===== src/rtl/w_buffer_loader_if.sv =====
// Bus bundle of the weight loader: BRAM read port toward the staging memory and
// the per-column RAM write port toward the weight buffer.
interface w_buffer_loader_if #(
    parameter int ADDR_WIDTH      = 8,
    parameter int ARRAY_M         = 8,
    parameter int WGT_WIDTH       = 8,
    parameter int BRAM_DATA_WIDTH = 32,
    parameter int BRAM_ADDR_WIDTH = 16
);
    logic                       bram_en;
    logic [BRAM_ADDR_WIDTH-1:0] bram_addr;
    logic [BRAM_DATA_WIDTH-1:0] bram_rdata;
    logic [ARRAY_M-1:0]         bram_to_ram_w_en;
    logic [ADDR_WIDTH-1:0]      bram_to_ram_w_addr;
    logic [WGT_WIDTH-1:0]       bram_to_ram_w_data;

    modport master (
        output bram_en, bram_addr,
        input  bram_rdata,
        output bram_to_ram_w_en, bram_to_ram_w_addr, bram_to_ram_w_data
    );

    modport slave (
        input  bram_en, bram_addr,
        output bram_rdata,
        input  bram_to_ram_w_en, bram_to_ram_w_addr, bram_to_ram_w_data
    );
endinterface


===== src/rtl/w_buffer_loader.sv =====
// Streams packed weight words from BRAM into the column RAMs of the weight
// buffer, one weight per cycle, column-major, with all outputs registered.
module w_buffer_loader #(
    parameter int RAM_SIZE        = 256,
    parameter int ADDR_WIDTH      = $clog2(RAM_SIZE),
    parameter int ARRAY_M         = 8,
    parameter int WGT_WIDTH       = 8,
    parameter int BRAM_DATA_WIDTH = 32,
    parameter int BRAM_ADDR_WIDTH = 16,
    parameter int BPW             = BRAM_DATA_WIDTH / WGT_WIDTH
) (
    input  logic                       clk,
    input  logic                       reset,
    input  logic                       start,
    input  logic [BRAM_ADDR_WIDTH-1:0] src_base,
    input  logic [ADDR_WIDTH-1:0]      dst_base,
    input  logic [$clog2(ARRAY_M):0]   num_cols,
    input  logic [ADDR_WIDTH:0]        depth,
    output logic                       busy,
    output logic                       done,
    w_buffer_loader_if.master          bus
);
    localparam int NCOL_W = $clog2(ARRAY_M) + 1;
    localparam int COL_W  = (ARRAY_M > 1) ? $clog2(ARRAY_M) : 1;
    localparam int LANE_W = (BPW > 1) ? $clog2(BPW) : 1;
    localparam int TOT_W  = NCOL_W + ADDR_WIDTH + 1;

    typedef enum logic [2:0] {S_IDLE, S_FETCH, S_WAIT, S_UNPACK, S_DONE} state_t;
    typedef logic [BPW-1:0][WGT_WIDTH-1:0] word_t;

    state_t                     state_q, state_d;
    logic                       busy_q, busy_d, done_q, done_d;
    logic                       bram_en_q, bram_en_d;
    logic [BRAM_ADDR_WIDTH-1:0] bram_addr_q, bram_addr_d;
    logic [ARRAY_M-1:0]         w_en_q, w_en_d;
    logic [ADDR_WIDTH-1:0]      w_addr_q, w_addr_d;
    logic [WGT_WIDTH-1:0]       w_data_q, w_data_d;
    logic [ADDR_WIDTH-1:0]      dst_q, dst_d;
    logic [ADDR_WIDTH-1:0]      depth_last_q, depth_last_d;
    logic [TOT_W-1:0]           rem_q, rem_d;
    logic [ADDR_WIDTH-1:0]      row_q, row_d;
    logic [COL_W-1:0]           col_q, col_d;
    logic [LANE_W-1:0]          lane_q, lane_d;
    word_t                      word_q, word_d;

    word_t                      rdata_lanes;
    logic [NCOL_W-1:0]          ncol_in;
    logic                       empty_req, last_elem, lane_end, row_wrap;
    logic [ADDR_WIDTH-1:0]      row_adv;
    logic [COL_W-1:0]           col_adv;
    logic [LANE_W-1:0]          lane_adv;

    assign rdata_lanes = bus.bram_rdata;
    assign ncol_in     = (num_cols > NCOL_W'(ARRAY_M)) ? NCOL_W'(ARRAY_M) : num_cols;
    assign empty_req   = (ncol_in == '0) || (depth == '0);
    // rem_q counts the element currently on the write port plus those still to come.
    assign last_elem   = (rem_q == TOT_W'(1));
    assign lane_end    = (lane_q == LANE_W'(BPW - 1));
    assign row_wrap    = (row_q == depth_last_q);
    assign row_adv     = row_wrap ? '0 : row_q + ADDR_WIDTH'(1);
    assign col_adv     = row_wrap ? col_q + COL_W'(1) : col_q;
    assign lane_adv    = lane_q + LANE_W'(1);

    // NOTE: sequential state uses non-blocking assignments only, so every flop
    // samples the pre-edge value of every other flop regardless of statement order.
    always_ff @(posedge clk or negedge reset) begin
        if (!reset) begin
            state_q <= S_IDLE;
        end else begin
            state_q <= state_d;
        end
    end

    // NOTE: every combinational output gets a default before the case, so no path
    // leaves a signal unassigned and no latch is inferred.
    always_comb begin
        state_d = state_q;
        case (state_q)
            S_IDLE:   if (start) state_d = empty_req ? S_DONE : S_FETCH;
            S_FETCH:  state_d = S_WAIT;
            S_WAIT:   state_d = S_UNPACK;
            S_UNPACK: begin
                if (last_elem)     state_d = S_DONE;
                else if (lane_end) state_d = S_FETCH;
            end
            S_DONE:   state_d = S_IDLE;
            default:  state_d = S_IDLE;
        endcase
    end

    always_comb begin
        busy_d       = (state_d == S_FETCH) || (state_d == S_WAIT) || (state_d == S_UNPACK);
        done_d       = (state_d == S_DONE);
        bram_en_d    = 1'b0;
        bram_addr_d  = bram_addr_q;
        w_en_d       = '0;
        w_addr_d     = w_addr_q;
        w_data_d     = w_data_q;
        dst_d        = dst_q;
        depth_last_d = depth_last_q;
        rem_d        = rem_q;
        row_d        = row_q;
        col_d        = col_q;
        lane_d       = lane_q;
        word_d       = word_q;
        case (state_q)
            S_IDLE: begin
                if (start && !empty_req) begin
                    bram_en_d    = 1'b1;
                    bram_addr_d  = src_base;
                    dst_d        = dst_base;
                    depth_last_d = ADDR_WIDTH'(depth - 1'b1);
                    rem_d        = TOT_W'(ncol_in) * TOT_W'(depth);
                    row_d        = '0;
                    col_d        = '0;
                    lane_d       = '0;
                end
            end
            S_WAIT: begin
                word_d   = rdata_lanes;
                w_en_d   = ARRAY_M'(1) << col_q;
                w_addr_d = dst_q + row_q;
                w_data_d = rdata_lanes[0];
            end
            S_UNPACK: begin
                if (!last_elem) begin
                    row_d = row_adv;
                    col_d = col_adv;
                    rem_d = rem_q - TOT_W'(1);
                    if (lane_end) begin
                        lane_d      = '0;
                        bram_en_d   = 1'b1;
                        bram_addr_d = bram_addr_q + BRAM_ADDR_WIDTH'(1);
                    end else begin
                        lane_d   = lane_adv;
                        w_en_d   = ARRAY_M'(1) << col_adv;
                        w_addr_d = dst_q + row_adv;
                        w_data_d = word_q[lane_adv];
                    end
                end
            end
            default: ;
        endcase
    end

    // NOTE: the word register is an ordinary flop bank, not a memory, so it is
    // reset along with everything else and a load always starts from a clean state.
    always_ff @(posedge clk or negedge reset) begin
        if (!reset) begin
            busy_q       <= 1'b0;
            done_q       <= 1'b0;
            bram_en_q    <= 1'b0;
            bram_addr_q  <= '0;
            w_en_q       <= '0;
            w_addr_q     <= '0;
            w_data_q     <= '0;
            dst_q        <= '0;
            depth_last_q <= '0;
            rem_q        <= '0;
            row_q        <= '0;
            col_q        <= '0;
            lane_q       <= '0;
            word_q       <= '0;
        end else begin
            busy_q       <= busy_d;
            done_q       <= done_d;
            bram_en_q    <= bram_en_d;
            bram_addr_q  <= bram_addr_d;
            w_en_q       <= w_en_d;
            w_addr_q     <= w_addr_d;
            w_data_q     <= w_data_d;
            dst_q        <= dst_d;
            depth_last_q <= depth_last_d;
            rem_q        <= rem_d;
            row_q        <= row_d;
            col_q        <= col_d;
            lane_q       <= lane_d;
            word_q       <= word_d;
        end
    end

    assign busy                   = busy_q;
    assign done                   = done_q;
    assign bus.bram_en            = bram_en_q;
    assign bus.bram_addr          = bram_addr_q;
    assign bus.bram_to_ram_w_en   = w_en_q;
    assign bus.bram_to_ram_w_addr = w_addr_q;
    assign bus.bram_to_ram_w_data = w_data_q;
endmodule


===== src/flat_wrapper.sv =====
// flat-port wrapper written by rule: the top's interface ports become plain ports
module w_buffer_loader_flat 
#(
    parameter int RAM_SIZE        = 256,
    parameter int ADDR_WIDTH      = $clog2(RAM_SIZE),
    parameter int ARRAY_M         = 8,
    parameter int WGT_WIDTH       = 8,
    parameter int BRAM_DATA_WIDTH = 32,
    parameter int BRAM_ADDR_WIDTH = 16,
    parameter int BPW             = BRAM_DATA_WIDTH / WGT_WIDTH
)
  (clk, reset, start, src_base, dst_base, num_cols, depth, busy, done, bus_bram_en, bus_bram_addr, bus_bram_rdata, bus_bram_to_ram_w_en, bus_bram_to_ram_w_addr, bus_bram_to_ram_w_data);
  w_buffer_loader_if #(.ADDR_WIDTH(ADDR_WIDTH), .ARRAY_M(ARRAY_M), .WGT_WIDTH(WGT_WIDTH), .BRAM_DATA_WIDTH(BRAM_DATA_WIDTH), .BRAM_ADDR_WIDTH(BRAM_ADDR_WIDTH)) bus_i ();
  input  logic clk;
  input  logic reset;
  input  logic start;
  input  logic [BRAM_ADDR_WIDTH-1:0] src_base;
  input  logic [ADDR_WIDTH-1:0] dst_base;
  input  logic [$clog2(ARRAY_M):0] num_cols;
  input  logic [ADDR_WIDTH:0] depth;
  output logic busy;
  output logic done;
  output wire logic [$bits(bus_i.bram_en)-1:0] bus_bram_en;
  output wire logic [$bits(bus_i.bram_addr)-1:0] bus_bram_addr;
  input wire logic [$bits(bus_i.bram_rdata)-1:0] bus_bram_rdata;
  output wire logic [$bits(bus_i.bram_to_ram_w_en)-1:0] bus_bram_to_ram_w_en;
  output wire logic [$bits(bus_i.bram_to_ram_w_addr)-1:0] bus_bram_to_ram_w_addr;
  output wire logic [$bits(bus_i.bram_to_ram_w_data)-1:0] bus_bram_to_ram_w_data;
  assign bus_bram_en = bus_i.bram_en;
  assign bus_bram_addr = bus_i.bram_addr;
  assign bus_i.bram_rdata = bus_bram_rdata;
  assign bus_bram_to_ram_w_en = bus_i.bram_to_ram_w_en;
  assign bus_bram_to_ram_w_addr = bus_i.bram_to_ram_w_addr;
  assign bus_bram_to_ram_w_data = bus_i.bram_to_ram_w_data;
  w_buffer_loader #(.RAM_SIZE(RAM_SIZE), .ADDR_WIDTH(ADDR_WIDTH), .ARRAY_M(ARRAY_M), .WGT_WIDTH(WGT_WIDTH), .BRAM_DATA_WIDTH(BRAM_DATA_WIDTH), .BRAM_ADDR_WIDTH(BRAM_ADDR_WIDTH), .BPW(BPW)) u_core (.clk(clk), .reset(reset), .start(start), .src_base(src_base), .dst_base(dst_base), .num_cols(num_cols), .depth(depth), .busy(busy), .done(done), .bus(bus_i));
endmodule

===== config.mk =====
export PLATFORM = sky130hd
export DESIGN_NAME = w_buffer_loader_flat
export DESIGN_NICKNAME = d
export VERILOG_FILES = /design/src/rtl/w_buffer_loader_if.sv /design/src/rtl/w_buffer_loader.sv /design/src/flat_wrapper.sv
export SDC_FILE = /design/constraint.sdc
export NUM_CORES = 1
export LEC_CHECK = 0
export ABC_AREA = 0
export BUFFER_PORTS_ARGS = -buffer_cell sky130_fd_sc_hd__buf_2
export CAP_MARGIN = 20
export CORE_UTILIZATION = 39
export DETAILED_ROUTE_END_ITERATION = 10
export PLACE_DENSITY = 0.67
export SLEW_MARGIN = 0
export SYNTH_ARGS = -nofsm -noshare
export SYNTH_HDL_FRONTEND = slang
export SYNTH_SLANG_ARGS = --single-unit

===== constraint.sdc =====
create_clock -name clk -period 9.7 [get_ports clk]
set_clock_uncertainty 0.1 [all_clocks]
set_input_delay 0.97 -clock clk [delete_from_list [all_inputs] [get_ports clk]]
set_output_delay 0.97 -clock clk [all_outputs]
set_load 0.01 [all_outputs]

==> impl_metrics.csv, run 1 <==
group,metric,value,unit
worst_hold_path,hold_depth,2,
clocking,cts_hold_buf,0,
outcome,outcome,"finished, final reports clean",
place,finalWeightedCongestion,0.8124,
detailed_routing,ant_nets,0,
sta,tns,0,ns
sta,setup_viol,0,
clocking,ctsResizeCount,0,
clocking,cts_root_buf,"clkbuf_16",
final_layout,fillers,1785,
detailed_routing,drc,0,
critical_path,critPathSlowestCell,"nor2_1",
clocking,clock_latency,0.42,ns
floorplan,rows,50,
synthesis,syn-cell-area,7551,um2
floorplan,fp.dieH,141.1,um
synthesis,synth_ff_type,"dfrtp_1",
synthesis,yosys_register_bits,120,
detailed_routing,wl_per_cell,15.07,um
floorplan,die_area,19920,um2
final_layout,ff_latch_area,3003,um2
sta,post-route-period-util,0.4493,
critical_path,critical_path_required,9.91,ns
critical_path,startpoint_type,"flip-flop",
final_layout,multi_input_area,4212,um2
final_layout,layout_commonest_cell,"nand2_1",
detailed_routing,drt_iter0_markers,426,
final_layout,finalNonFillerCells,1213,
final_layout,drive_gt1_frac,0.1941,
global_routing,grt_pass1_vias,6093,
clocking,cts_sinks,120,
final_layout,largest_reg_flops,32,
critical_path,worst-r2r-setup-slack,5.34,ns
place,place_area,8282,um2
final_layout,num_antenna_cells,0,
pwr,ir_drop,0.0002042,V
global_routing,grtUsageTotal,0.1933,
detailed_routing,viasPerCell,5.216,
clocking,numCtsBuffers,17,
critical_path,critPathMaxStageDelay,0.75,ns
clocking,cts_tree,"yes",
floorplan,start_util,0.4010,
pwr,cellPowerDensity,307.2,nW/um2
worst_hold_path,hp-start,"u_core.word_q[27]",
sta,min_period,4.359,ns
global_routing,grt-ovfl-total,0,
synthesis,ys_warn_count,0,
critical_path,worst-r2r-cell-count,12,
critical_path,critPathMostFrequentCell,"nor2_1",
detailed_routing,wl,18.28,mm
clocking,cts_buffer_depth,2,
critical_path,worst_setup_path_end_kind,"flip-flop",
critical_path,regToRegEndpoint,"u_core.bus.bram_to_ram_w_addr[7]",
run,drv_cap,0,
synthesis,synth.distinct_cells,71,
pwr,total_leakage_power,4.210,nW
final_layout,final_area,8848,um2
sta,max_freq,229.4,MHz
critical_path,r2r-start,"u_core.row_q[6]",
floorplan,core,18830,um2
synthesis,synth_edf_count,0,
sta,maxSlewViolCount,0,
place,dp_cells,1181,
final_layout,top_register,"u_core.word_q",
critical_path,criticalPathCategory,"reg2reg",
detailed_routing,drt_pass1_iterations,5,
synthesis,synth-async-reset-ratio,1.000,
floorplan,die_x,141.1,um
synthesis,syn_inst,844,
worst_hold_path,hold_class,"reg2reg",
critical_path,path_cells,"xnor2_1 > nand4_1 > nor2_1 > nor2_1 > a22o_1 > ha_1 > a21o_1 > a211oi_1 > nor2_1 > o41ai_1 > xor2_1 > mux2_2",
final_layout,mostFrequentLayoutCells,"nand2_1, dfrtp_1, buf_2, nor2_1, o21ai_0",
detailed_routing,vias,6327,
sta,relSlewSlack,0.3588,
sta,rsz0062_at_grt,"false",
clocking,cts_setup_buffers,0,
synthesis,postSynthAreaPerCell,8.947,um2
sta,worst_pin_slew,0.9618,ns
final_layout,final_nets,1063,
synthesis,yosysSeqAreaShare,0.3977,
clocking,clkTransAtPathRegs,0.06,ns
global_routing,grt_max_degree,74,
floorplan,io_pins,115,
synthesis,synthesis.nets,967,
place,dp_hpwl,12.82,mm
final_layout,syn_to_final_growth,17.18,%
sta,finalHoldViolations,0,
critical_path,arrival,4.57,ns
global_routing,grt_pass1_wl,30.37,mm
place,numPortBuffers,114,
global_routing,antenna_found_initial,0,
critical_path,path_max_fanout,12,
clocking,htree_levels,4,
worst_hold_path,min_to,"u_core.word_q[27]",
synth_stat cells (all sizes together), types with 8 or more instances:
| library cell | count | area (um2) |
|---|---|---|
| and2 | 29 | 181.4 |
| a21oi | 43 | 226.5 |
| a32o | 8 | 80.08 |
| nor4 | 8 | 83.83 |
| dfrtp | 120 | 3003 |
| clkbuf | 23 | 87.58 |
| ha | 36 | 450.4 |
| nor3 | 10 | 50.05 |
| a22o | 10 | 87.58 |
| xor2 | 9 | 78.83 |
| nand2 | 188 | 708.2 |
| fa | 15 | 300.3 |
| nor2 | 59 | 231.5 |
| xnor2 | 18 | 157.7 |
| buf | 20 | 128.9 |
| o21ai | 63 | 319.1 |
| and3 | 9 | 56.30 |
| inv | 33 | 123.9 |
| mux4 | 8 | 180.2 |
| nand3 | 21 | 105.1 |
| o22ai | 8 | 50.05 |
| a31oi | 15 | 93.84 |
worst max-delay path by stage:
stage,startpoint,depth (start not counted),to
global route,num_cols[3],13,u_core.rem_q[12]
detailed placement,num_cols[3],13,u_core.rem_q[12]
CTS,num_cols[3],13,u_core.rem_q[12]
global placement,num_cols[3],13,u_core.rem_q[12]
finish,u_core.row_q[6],12,u_core.bus.bram_to_ram_w_addr[7]
floorplan,num_cols[3],13,u_core.rem_q[12]
metal layers:
layer | global-route usage | up-vias | wire, um
met4 | 0.06178 | 0 | 277
met2 | 0.3145 | 121 | 8653
met1 | 0.2600 | 3054 | 8734
met5 | 0 | - | 0
met3 | 0.03567 | 19 | 612
li1 | - | 3133 | -
report_power, final:
part / total [mW] / switching, mW / leakage, nW / internal [mW]
sequential: 0.904 / 0.184 / 1.48 / 0.720
combinational: 1.20 / 0.718 / 2.45 / 0.482
clock: 0.614 / 0.256 / 0.277 / 0.358
worst max-delay path: cells and delay by family (launching register included):
| kind | cells | cell delay [ns] |
|---|---|---|
| AND/OR/NAND/NOR | 4 | 1.43 |
| AO/OA/AOI/OAI | 4 | 1.35 |
| flip-flops | 1 | 0.47 |
| adder cells (fa/ha/maj) | 1 | 0.29 |
| XOR/XNOR | 2 | 0.33 |
| multiplexers | 1 | 0.29 |
cell families (layout without fill, tap and decap cells):
group / count (synthesis) / count (layout) / share of synthesized area
muxes: 16 / 16 / 0.03546
xor gates and xnor gates: 27 / 27 / 0.03132
DFF: 120 / 120 / 0.3977
buffers and inverters: 76 / 185 / 0.04507
and+or+nand+nor: 359 / 359 / 0.2220
AOI/OAI and AO/OA: 195 / 195 / 0.1690
adders and majority gates: 51 / 51 / 0.09942
area by class of cell:
type | instances | area share
Multi-Input combinational cell | 648 | 0.4760
Sequential cell | 120 | 0.3394
Timing Repair Buffer | 120 | 0.06985
Clock buffer | 17 | 0.04808
Tap cell | 260 | 0.03676
Clock inverter | 15 | 0.01598
Inverter | 33 | 0.01400
stage by stage:
| stage | hold WS [ns] | setup WS, ns | power, mW | utilization |
|---|---|---|---|---|
| 2_1_floorplan | 0.3403 | 5.309 | 1.795 | - |
| 3_3_place_gp | 0.3558 | 4.989 | 2.091 | 0.4398 |
| 3_5_place_dp | 0.3574 | 4.888 | 2.116 | 0.4398 |
| 4_1_cts | 0.3726 | 5.334 | 2.739 | 0.4699 |
| 5_1_grt | 0.3894 | 5.046 | 2.932 | 0.4699 |
| 6_report | 0.3712 | 5.341 | 2.719 | 0.4699 |
No activity file was read; power rests on OpenSTA's default activity.
==> run 2, diff against run 1 <==
- PLACE_DENSITY: 0.67 -> 0.7
- clock period: 9.7 -> 3.8 ns (I/O delays scaled with it)
==> run 2 against run 1 <==
Effect of this change:
- register-to-register slack worse by 5.0 ns
- via count up 2.8%
- clock power rose to 2.7 times the previous value
- non-clock buffer count up 17
- routed wire length up 2.7%
- combinational power rose to 2.6 times the previous value
- cell area up 2.3%
- global-route usage up 0.63 points
- sequential share of layout area down 0.76 points
- hold slack worse by 0.32 ns
- worst setup slack worse by 5.0 ns
- flip-flop and latch count unchanged
- largest power group unchanged
- highest routed layer unchanged
==> impl_metrics.csv, run 2 (synthesized netlist as in run 1, its figures left out) <==
group,metric,value,unit
floorplan,die_area,19920,um2
critical_path,critical_path_required,3.98,ns
final_layout,finalNonFillerCells,1230,
final_layout,num_antenna_cells,0,
detailed_routing,wl,18.78,mm
floorplan,rows,50,
clocking,cts_root_buf,"clkbuf_16",
place,numPortBuffers,114,
pwr,pwr-share-seq,0.322,
final_layout,fin_util,0.4806,
critical_path,arrival,3.65,ns
final_layout,syn_to_final_growth,19.85,%
clocking,numCtsBuffers,17,
detailed_routing,vias,6507,
detailed_routing,viasPerCell,5.290,
sta,min_period,3.470,ns
critical_path,r2r-start,"u_core.row_q[4]",
pwr,p_sw,2.963,mW
critical_path,worst_setup_path_end_kind,"flip-flop",
floorplan,start_util,0.4010,
pwr,combPwrFrac,0.443,
detailed_routing,ant_nets,0,
pwr,cellPowerDensity,791.2,nW/um2
clocking,cts_setup_buffers,0,
global_routing,grt_max_degree,72,
floorplan,io_pins,115,
detailed_routing,drc,0,
sta,relSlewSlack,0.3554,
critical_path,criticalPathCategory,"in2reg",
sta,finalHoldViolations,0,
worst_hold_path,hold_class,"in2reg",
outcome,outcome,"finished, final reports clean",
clocking,htree_levels,4,
clocking,clock_latency,0.42,ns
pwr,p_int,4.197,mW
clocking,cts_sinks,120,
sta,maxSlewViolCount,0,
critical_path,worst-r2r-cell-count,13,
final_layout,final_nets,1080,
final_layout,layout_commonest_cell,"nand2_1",
floorplan,die_x,141.1,um
sta,worst_pin_slew,0.9638,ns
final_layout,largest_reg_flops,32,
critical_path,startpoint_type,"primary input",
global_routing,grt-ovfl-total,0,
pwr,finalPower,7.160,mW
place,finalWeightedCongestion,0.8548,
pwr,ir_drop,0.0004149,V
clocking,cts_buffer_depth,2,
critical_path,critPathCapture,"u_core.rem_q[12]",
floorplan,fp.dieH,141.1,um
place,dp_hpwl,13.49,mm
sta,rsz0062_at_grt,"false",
clocking,ctsResizeCount,0,
sta,setup_viol,0,
sta,post-route-period-util,0.9133,
clocking,cts_tree,"yes",
global_routing,grtUsageTotal,0.1996,
global_routing,antenna_found_initial,1,
critical_path,regToRegEndpoint,"u_core.bus.bram_to_ram_w_addr[7]",
global_routing,grt_pass1_vias,6259,
critical_path,worst-r2r-setup-slack,0.35,ns
clocking,clkTransAtPathRegs,0.06,ns
clocking,cts_hold_buf,1,
critical_path,path_max_fanout,9,
detailed_routing,drt_iter0_markers,430,
detailed_routing,drt_pass1_iterations,5,
final_layout,mostFrequentLayoutCells,"nand2_1, dfrtp_1, buf_2, nor2_1, o21ai_0",
place,dp_cells,1197,
run,drv_cap,0,
pwr,p_clk_frac,0.235,
floorplan,core,18830,um2
pwr,switching_share,0.4138,
detailed_routing,wl_per_cell,15.26,um
final_layout,drive_gt1_frac,0.2062,
pwr,total_leakage_power,4.312,nW
sta,max_freq,288.2,MHz
global_routing,grt_pass1_wl,31.29,mm
final_layout,top_register,"u_core.word_q",
critical_path,crit_path_start,"num_cols[3]",
## run 2: cell types whose count changed in the layout (fill, tap and decap cells not counted), moves of 2 or more
cell | previous run | this run
buf_4 | 7 | 21
clkinv_2 | 3 | 0
buf_12 | 0 | 2
bufinv_16 | 1 | 3
clkbuf_1 | 0 | 2
clkinv_4 | 2 | 0
clkinvlp_4 | 2 | 4
## run 2: metrics by stage
step / cell area [um2] / setup WS [ns] / hold slack [ns] / setup TNS (ns)
3_5_place_dp: 8429 / -0.07314 / 0.3525 / -0.1299
6_report: 9050 / 0.3296 / 0.04754 / 0
2_1_floorplan: 7553 / 0.02218 / -0.01559 / 0
3_3_place_gp: 8429 / -0.02055 / 0.3505 / -0.02055
4_1_cts: 9050 / 0.3648 / 0.03300 / 0
5_1_grt: 9050 / 0.1641 / 0.03962 / 0
## run 2: power groups by stage
stage	Combinational [mW]	Clock [mW]	Sequential, mW
2_1_floorplan	2.31	0	2.27
3_3_place_gp	3.11	0	2.30
3_5_place_dp	3.18	0	2.31
4_1_cts	3.19	1.71	2.30
5_1_grt	3.58	1.77	2.39
6_report	3.17	1.68	2.31
## run 2: final cells by class
| class | count | area (um2) |
|---|---|---|
| clock inverter | 12 | 163.9 |
| sequential | 120 | 3003 |
| tap | 260 | 325.3 |
| clock buffer | 20 | 446.7 |
| timing repair buffer | 137 | 773.2 |
| inverter | 33 | 123.9 |
| multi-input combinational | 648 | 4214 |
| fill | 1797 | 9781 |
## run 2: worst max-delay path, stage by stage
cell      delay (ns)
buf_2           0.14
nor2b_2         0.28
nand2_1         0.12
fa_1            0.51
inv_1           0.06
fa_1            0.53
fa_1            0.45
a21o_1          0.18
a21oi_1         0.23
o21ai_0         0.17
a311oi_1        0.34
xnor2_1         0.15
o211ai_1        0.10
## run 2: worst min path at each step
stage,startpoint,end,slack (ns),cells past startpoint
after CTS,bus_bram_rdata[21],u_core.word_q[21],0.03,3
after global routing,bus_bram_rdata[25],u_core.word_q[25],0.04,3
final,bus_bram_rdata[21],u_core.word_q[21],0.05,3
after floorplan,reset,u_core.bus.bram_addr[0],-0.02,0
after global placement,reset,u_core.word_q[29],0.35,1
after detailed placement,reset,u_core.word_q[29],0.35,1
## run 2: per-layer routing
layer | global-route usage | wire [um] | vias up
met4 | 0.06178 | 358 | 0
met3 | 0.04586 | 901 | 23
met2 | 0.3155 | 8945 | 168
met5 | 0 | 0 | -
met1 | 0.2713 | 8570 | 3153
li1 | - | - | 3163
